--- src/rtl/datapath_control_unit.sv ---
// Instruction sequencer: fetches 3-byte instructions over a req/valid read port and drives
// register-load, ALU-select and writeback strobes into the datapath.
module datapath_control_unit #(
    parameter int unsigned           ADDR_WIDTH  = 8,
    parameter logic [ADDR_WIDTH-1:0] RESET_PC    = '0,
    parameter logic [7:0]            HALT_OPCODE = 8'hFF,
    parameter logic [7:0]            NOP_OPCODE  = 8'h00,
    parameter int unsigned           EXEC_CYCLES = 1
) (
    input  logic                  clock,
    input  logic                  reset,
    input  logic                  start,
    output logic [ADDR_WIDTH-1:0] mem_addr,
    output logic                  mem_rd,
    input  logic [7:0]            mem_rdata,
    input  logic                  mem_valid,
    output logic [7:0]            alu_op,
    output logic [7:0]            operando1,
    output logic [7:0]            operando2,
    output logic                  reg_load_a,
    output logic                  reg_load_b,
    output logic                  reg_load_c,
    output logic                  instr_done,
    output logic                  halted,
    output logic [ADDR_WIDTH-1:0] pc
);

    localparam logic [3:0] EXEC_LAST = 4'(EXEC_CYCLES - 1);

    typedef enum logic [2:0] {
        StIdle,
        StFetchOp,
        StFetchA,
        StFetchB,
        StLoad,
        StExec,
        StWb,
        StHalt
    } state_e;

    state_e                state_q, state_d;
    logic [ADDR_WIDTH-1:0] pc_q, pc_d;
    logic [ADDR_WIDTH-1:0] mem_addr_q, mem_addr_d;
    logic                  mem_rd_q, mem_rd_d;
    logic [7:0]            alu_op_q, alu_op_d;
    logic [7:0]            opnd1_q, opnd1_d;
    logic [7:0]            opnd2_q, opnd2_d;
    logic                  load_ab_q, load_ab_d;
    logic                  load_c_q, load_c_d;
    logic                  halted_q, halted_d;
    logic [3:0]            cnt_q, cnt_d;
    logic                  byte_ok;

    // Data is only accepted while a request is outstanding.
    assign byte_ok = mem_rd_q & mem_valid;

    always_comb begin
        state_d  = state_q;
        pc_d     = pc_q;
        alu_op_d = alu_op_q;
        opnd1_d  = opnd1_q;
        opnd2_d  = opnd2_q;
        cnt_d    = cnt_q;

        case (state_q)
            StIdle: begin
                if (start) state_d = StFetchOp;
            end
            StFetchOp: begin
                if (byte_ok) begin
                    pc_d = pc_q + ADDR_WIDTH'(1);
                    if (mem_rdata == HALT_OPCODE) begin
                        state_d = StHalt;
                    end else if (mem_rdata == NOP_OPCODE) begin
                        state_d = StFetchOp;
                    end else begin
                        alu_op_d = mem_rdata;
                        state_d  = StFetchA;
                    end
                end
            end
            StFetchA: begin
                if (byte_ok) begin
                    pc_d    = pc_q + ADDR_WIDTH'(1);
                    opnd1_d = mem_rdata;
                    state_d = StFetchB;
                end
            end
            StFetchB: begin
                if (byte_ok) begin
                    pc_d    = pc_q + ADDR_WIDTH'(1);
                    opnd2_d = mem_rdata;
                    state_d = StLoad;
                end
            end
            StLoad: begin
                cnt_d   = '0;
                state_d = StExec;
            end
            StExec: begin
                if (cnt_q == EXEC_LAST) state_d = StWb;
                else                    cnt_d   = cnt_q + 4'd1;
            end
            StWb: begin
                state_d = StFetchOp;
            end
            StHalt: begin
                if (start) state_d = StFetchOp;
            end
            default: begin
                state_d = StIdle;
            end
        endcase

        // Outputs are decoded from the next state so they are registered yet state-aligned.
        mem_rd_d   = (state_d == StFetchOp) || (state_d == StFetchA) || (state_d == StFetchB);
        mem_addr_d = mem_rd_d ? pc_d : '0;
        load_ab_d  = (state_d == StLoad);
        load_c_d   = (state_d == StWb);
        halted_d   = (state_d == StHalt);
    end

    always_ff @(posedge clock or negedge reset) begin
        if (!reset) begin
            state_q    <= StIdle;
            pc_q       <= RESET_PC;
            mem_addr_q <= '0;
            mem_rd_q   <= 1'b0;
            alu_op_q   <= '0;
            opnd1_q    <= '0;
            opnd2_q    <= '0;
            load_ab_q  <= 1'b0;
            load_c_q   <= 1'b0;
            halted_q   <= 1'b0;
            cnt_q      <= '0;
        end else begin
            state_q    <= state_d;
            pc_q       <= pc_d;
            mem_addr_q <= mem_addr_d;
            mem_rd_q   <= mem_rd_d;
            alu_op_q   <= alu_op_d;
            opnd1_q    <= opnd1_d;
            opnd2_q    <= opnd2_d;
            load_ab_q  <= load_ab_d;
            load_c_q   <= load_c_d;
            halted_q   <= halted_d;
            cnt_q      <= cnt_d;
        end
    end

    assign mem_addr   = mem_addr_q;
    assign mem_rd     = mem_rd_q;
    assign alu_op     = alu_op_q;
    assign operando1  = opnd1_q;
    assign operando2  = opnd2_q;
    assign reg_load_a = load_ab_q;
    assign reg_load_b = load_ab_q;
    assign reg_load_c = load_c_q;
    assign instr_done = load_c_q;
    assign halted     = halted_q;
    assign pc         = pc_q;

endmodule

--- config.mk ---
export PLATFORM = sky130hd
export DESIGN_NAME = datapath_control_unit
export DESIGN_NICKNAME = d
export VERILOG_FILES = /design/src/rtl/datapath_control_unit.sv
export SDC_FILE = /design/constraint.sdc
export NUM_CORES = 1
export LEC_CHECK = 0
export ABC_AREA = 1
export BUFFER_PORTS_ARGS = -buffer_cell sky130_fd_sc_hd__buf_2
export CAP_MARGIN = 0
export CORE_MARGIN = 3
export CORE_UTILIZATION = 56
export DETAILED_ROUTE_END_ITERATION = 8
export PLACE_DENSITY = 0.81
export SLEW_MARGIN = 20
export SYNTH_ARGS = -nofsm -noshare
export SYNTH_HDL_FRONTEND = slang
export SYNTH_SLANG_ARGS = --single-unit
--- constraint.sdc ---
create_clock -name clock -period 2.6 [get_ports clock]
set_input_delay 0.13 -clock clock [delete_from_list [all_inputs] [get_ports clock]]
set_output_delay 0.13 -clock clock [all_outputs]
set_load 0.01 [all_outputs]
Word level (Yosys, flattened, before mapping)
Cells that the tools add are included.

cells by class
  equal/unequal tests = 15
  add/subtract/negate cells = 2
  reduce and logical (&&, ||, !) cells = 12
  bitwise logic cells = 3
  muxes and demuxes = 13

operator list
  cell                 number
  $mux 8               3
  $eq 3x3->1 const B   7
  $pmux 3 s7           1
  $mux 3               6
  $eq 3x2->1 const B   4
  $add 8x1->8 const B  1
  $eq 8x8->1 const B   1
  $logic_not 8->1      1
  $pmux 4 s2           1
  $eq 3x1->1 const B   2
  $reduce_and 2->1     3
  $add 4x1->4 const B  1
  $logic_not 4->1      1
  $mux 4               1
  $reduce_and 4->1     1
  $logic_not 3->1      1
  $reduce_or 3->1      1
  $logic_or 1x1->1     2
  $mux 2               1
  $ne 2x2->1 const B   1
  $not 1->1            2
  $reduce_bool 2->1    1
  $reduce_or 2->1      1
  $and 1x1->1          1

storage, ports and cells
  output and inout port bits = 46
  input bits = 12
  word-level logic and storage cells = 56
  register bits = 51

Longest topological paths before layout
  depth after elaboration = 9
  gate-level depth with buffers = 11
  depth with buffers taken out = 11

Least setup slack after synthesis
Ideal clock, no wire load.

  path kind = register to register
  from = reg cnt_q[0]
  to = reg mem_addr_q[1] (netlist: mem_addr[1])
  path buffers = 0
  data required time = 2.475 ns
  cell stages (with the launch flop) = 12
  library setup time = 0.125 ns
  arrival time = 1.300 ns
  slack = 1.175 ns
  clock period less this slack = 1.425 ns
  path through = dfrtp_1 -> inv_1 -> ha_1 -> inv_1 -> nor2_1 -> nand2_1 -> nand2_2 -> nand2_1 -> nor2_2 -> nand3_2 -> nand2_4 -> nor2_1

between the ends
  cells in the longest elaborated chain, start to end = 7
  elaborated cells between the ends (all ways) = 9
  classes of those cells = 3 x eq/ne; 3 x mux; 3 x reduce/logical

RTL lines
  element                                          line  RTL
  start, declared                                  51    logic [3:0] cnt_q, cnt_d;
  start signal, assigned                           147   cnt_q <= cnt_d;
  $logic_not 4->1 (*)                              101   if (cnt_q == EXEC_LAST) state_d = StWb;
  $mux 3 (*)                                       101
  $pmux 3 s7 (*)                                   65    case (state_q)
  $eq 3x1->1 / $eq 3x2->1 (equally long branches)  116   mem_rd_d = (state_d == StFetchOp) || (state_d == StFetchA) || (state_d == StFetchB);
  $logic_or 1x1->1                                 116
  $logic_or 1x1->1 (*)                             116
  $mux 8 (*)                                       117   mem_addr_d = mem_rd_d ? pc_d : '0;
  named net mem_addr_d[1]                          43    logic [ADDR_WIDTH-1:0] mem_addr_q, mem_addr_d;
  end signal, assigned                             139   mem_addr_q <= mem_addr_d;
  end, declared                                    43

The timed path passes the listed nets; every way through them passes the cells marked *.
A chain may end at the register's enable or synchronous reset.

Worst setup path after layout
  from = reg mem_rd_q (netlist: mem_rd)
  to = reg mem_addr_q[1] (netlist: mem_addr[1])

between the ends
  cells in the longest elaborated chain, start to end = 7
  elaborated cells between the ends (all ways) = 13
  classes of those cells = 3 x eq/ne; 7 x mux; 1 x bitwise; 2 x reduce/logical

RTL lines
  element                                          line        RTL
  start, declared                                  44          logic mem_rd_q, mem_rd_d;
  start signal, assigned                           140         mem_rd_q <= mem_rd_d;
  $and 1x1->1 (*)                                  55          assign byte_ok = mem_rd_q & mem_valid;
  $mux 3 (on tied branches)                        90, 70, 83
  $pmux 3 s7                                       65
  $eq 3x1->1 / $eq 3x2->1 (equally long branches)  116
  $logic_or 1x1->1 (2 in a row)                    116
  $mux 8 (*)                                       117
  named net mem_addr_d[1]                          43

Marked as above.

==> tab_implementation.tex <==
\begin{tabular}{lr}
\hline
Metric & Value \\
\hline
\multicolumn{2}{l}{\textbf{Cells and area}} \\
\quad Share of final-layout standard cells stronger than drive strength 1 & 28.9\% \\
\quad Growth of design area from synthesis to finish & 17.6\% \\
\quad Post-layout net count & 339 \\
\quad Count of antenna diodes in the layout & 0 \\
\quad Post-Route Utilization & 71.6\% \\
\quad Leading cell types in the layout, fill and taps excluded & sky130\_fd\_sc\_hd\_\_nand2\_1 (75), sky130\_fd\_sc\_hd\_\_buf\_2 (56), sky130\_fd\_sc\_hd\_\_dfrtp\_1 (51) \\
\quad Non-filler cells, final & 373 \\
\quad Leading cell type in the layout, fill and taps excluded & sky130\_fd\_sc\_hd\_\_nand2\_1 \\
\multicolumn{2}{l}{\textbf{Floorplan}} \\
\quad Row count & 22 \\
\quad Core Area & 0.00383 mm2 \\
\quad Y dimension of the die & 70.5 um \\
\quad Effective utilization at floorplan & 60.9\% \\
\quad Die width & 70.5 um \\
\quad I/O pin count & 58 \\
\quad Area of the die & 0.00497 mm2 \\
\multicolumn{2}{l}{\textbf{Place}} \\
\quad Placed wire-length estimate & 3270 um \\
\quad Number of I/O port buffers & 57 \\
\quad Count of placed standard cells including taps & 364 \\
\quad Post-Place Worst Slack & 0.932 ns \\
\quad Routability-driven placement congestion ratio & 0.803 \\
\multicolumn{2}{l}{\textbf{STA}} \\
\quad Summed negative setup slack over all endpoints & 0 ns \\
\quad Final critical-path setup slack & 0.903 ns \\
\quad Crit path time final & 1.70 ns \\
\quad Max Clk Rate & 0.589 GHz \\
\quad Unrepaired setup endpoints after global routing & no \\
\quad Final setup vio count & 0 \\
\quad Final hold vios & 0 \\
\quad Clock Skew & 0.00178 ns \\
\quad Rel. slew slack & 59.2\% \\
\quad Ratio of final minimum period to clock period & 65.3\% \\
\quad Final Slew Violations & 0 \\
\quad Least-Margin Pin Slew & 0.612 ns \\
\multicolumn{2}{l}{\textbf{Clock network}} \\
\quad Number of sinks driven by the clock tree & 51 \\
\quad Clock Root Buffer & sky130\_fd\_sc\_hd\_\_clkbuf\_8 \\
\quad Buffer levels on the longest clock path & 2 \\
\quad TritonCTS clock tree & done \\
\quad Setup repair bufs after CTS & 0 \\
\quad Clock slew at reported path FFs & 0.08 ns \\
\quad CTS Buf Count & 5 \\
\quad Skew-Pair Late Insertion Delay & 0.30 ns \\
\quad Htree depth & 2 \\
\multicolumn{2}{l}{\textbf{Logic synthesis}} \\
\quad Share of flip-flops with an asynchronous set or reset after synthesis & 100\% \\
\quad Post-synthesis register bit count & 51 \\
\quad Distinct cell type count after synthesis & 26 \\
\quad Count of synthesis-stage warnings from yosys & 0 \\
\quad Mapped Cells & 265 \\
\quad Average cell area after synthesis & 8.79 um2 \\
\quad Proportion of synthesized chip area in sequential cells & 54.8\% \\
\quad Primary FF master, synth & sky130\_fd\_sc\_hd\_\_dfrtp\_1 \\
\quad Post-Synthesis Cell Area & 0.00233 mm2 \\
\quad Syn\_nets & 280 \\
\quad EDFF count, synth & 0 \\
\multicolumn{2}{l}{\textbf{GRT}} \\
\quad Total global-route track usage & 20.1\% \\
\quad Maximum number of pins on one net before global-route repair & 52 \\
\quad Wire length of the first global-routing pass & 7790 um \\
\quad Number of global-route vias before repair & 1750 \\
\quad GRT overflow & 0 \\
\quad Number of antenna violations at the first check in global routing & 0 \\
\multicolumn{2}{l}{\textbf{Worst setup path}} \\
\quad Critical Path Fanout Max & 12 \\
\quad Buffering stage count on the worst path with inverters included & 1 \\
\quad Cell occurring most often along the worst timing path & sky130\_fd\_sc\_hd\_\_nor2\_1 \\
\quad Critical Path Slowest Stage Cell & sky130\_fd\_sc\_hd\_\_nand4\_1 \\
\quad Endpoint required time on the critical path & 2.79 ns \\
\quad Category of the critical setup timing path & register to register \\
\quad CP startpoint kind & register \\
\quad Crit-path leading delay family & simple AND/OR/NAND/NOR gates \\
\quad Type of element capturing the critical path & register \\
\quad Arrival time at the worst endpoint & 1.88 ns \\
\quad Highest cell delay on the worst timing path & 0.41 ns \\
\quad Cell-by-cell trace of the critical path & nand2\_2 > inv\_2 > nand4\_1 > nor2\_1 > nor2\_2 > nand2\_4 > nor2\_1 \\
\multicolumn{2}{l}{\textbf{Detailed routing}} \\
\quad Mean routed wirelength per cell & 12.0 um \\
\quad Number of detailed-routing iterations run before antenna repair & 5 \\
\quad Via total after detailed routing & 1850 \\
\quad Antenna-violating nets left & 0 \\
\quad Count of routing violations after the opening detailed-route iteration & 109 \\
\quad Average via count per standard cell & 4.96 \\
\quad Number of remaining DRC errors & 0 \\
\quad Aggregate routed wire length & 4470 um \\
\multicolumn{2}{l}{\textbf{Outcome}} \\
\quad Result of the run & completed \\
\multicolumn{2}{l}{\textbf{Power}} \\
\quad Leakage dissipation & 1.56 nW \\
\quad Pwr/cell area & 1120 mW/mm2 \\
\quad Final Total Pwr & 0.00306 W \\
\quad IR Drop Worst-Case VDD & 0.729 mV \\
\multicolumn{2}{l}{\textbf{Run}} \\
\quad Max-cap violation count & 0 \\
\multicolumn{2}{l}{\textbf{Min path}} \\
\quad Worst hold path class & primary input to register \\
\hline
\end{tabular}
==> sequential cells by signal, indices dropped and copies added (netlist names) <==
| register | count |
|---|---|
| halted | 1 |
| reg_load_a | 1 |
| mem_rd | 1 |
| operando1 | 8 |
| state_q | 3 |
| alu_op | 8 |
| pc | 8 |
| cnt_q | 4 |
| mem_addr | 8 |
| instr_done | 1 |
| operando2 | 8 |
==> metal layers <==
layer / vias up / part of all wire [%] / GRT usage (%)
met5: - / 0 / 0
met4: 0 / 1.6 / 8.09
met3: 8 / 8.1 / 7.19
met2: 54 / 47 / 32.0
met1: 855 / 43 / 24.6
li1: 933 / - / -
==> timing repair <==
action / 4_1_cts / 5_1_grt
gates resized for setup: 0 / 0
setup endpoints to repair: 0 / 0
hold buffers: 0 / 1
hold endpoints to repair: 0 / 51
==> final timing paths <==
path / slack [ns] / depth (start not counted) / end / from
worst max-delay path: 0.90 / 7 / mem_addr[1] / mem_rd
worst min-delay path: 0.05 / 3 / alu_op[4] / mem_rdata[4]
worst max register to register: 0.90 / 7 / mem_addr[1] / mem_rd
worst min register to register: 0.49 / 2 / operando2[1] / operando2[1]
max in group asynchronous: 1.81 / 2 / operando2[1] / reset
min in group asynchronous: 0.37 / 2 / cnt_q[2] / reset
==> per-stage QoR <==
| stage | hold slack, ns | cell area (um2) |
|---|---|---|
| 2_1_floorplan | -0.166 | 2330 |
| 3_3_place_gp | 0.365 | 2630 |
| 3_5_place_dp | 0.366 | 2630 |
| 4_1_cts | 0.0431 | 2730 |
| 5_1_grt | 0.0607 | 2740 |
| 6_report | 0.0533 | 2740 |
==> cell type report <==
class,count,area [um2]
clock buffers,8,100
fillers,291,1090
inverters,41,154
multi-input cells,167,851
flip-flops and latches,51,1280
well taps,48,60.1
repair buffers,58,298
==> cell families after synthesis <==
logic type                 synth area share, %
adders and majority gates                 1.61
DFF                                       54.8
and+or+nand+nor                           24.1
buffers and inverters                     8.65
xor gates and xnor gates                  1.50
AOI/OAI and AO/OA                         9.30
==> synthesized netlist by cell type (3+ instances only) <==
library cell,instances,area [um2]
sky130_fd_sc_hd__o21ai_0,20,100
sky130_fd_sc_hd__nand3_1,7,35.0
sky130_fd_sc_hd__ha_1,3,37.5
sky130_fd_sc_hd__o21ai_2,9,78.8
sky130_fd_sc_hd__nor2_2,5,31.3
sky130_fd_sc_hd__dfrtp_1,51,1280
sky130_fd_sc_hd__nand2_2,4,25.0
sky130_fd_sc_hd__nor2_1,21,78.8
sky130_fd_sc_hd__nand2_1,75,282
sky130_fd_sc_hd__xor2_1,4,35.0
sky130_fd_sc_hd__inv_2,4,15.0
sky130_fd_sc_hd__inv_1,37,139
sky130_fd_sc_hd__nor3_1,3,15.0
sky130_fd_sc_hd__nor2_4,3,33.8
==> worst register-to-register path: stages (launching register included) <==
cell and delay [ns]:
sky130_fd_sc_hd__dfrtp_1 0.36, sky130_fd_sc_hd__nand2_2 0.13, sky130_fd_sc_hd__inv_2 0.13, sky130_fd_sc_hd__nand4_1 0.41, sky130_fd_sc_hd__nor2_1 0.29, sky130_fd_sc_hd__nor2_2 0.08, sky130_fd_sc_hd__nand2_4 0.13, sky130_fd_sc_hd__nor2_1 0.06
==> report_power, final <==
part / internal (W) / switching, W
Combinational: 0.000482 / 0.000790
Clock: 0.000243 / 0.000240
Sequential: 0.00110 / 0.000206
Total: 0.00183 / 0.00124
(Power assumes the default switching activity.)
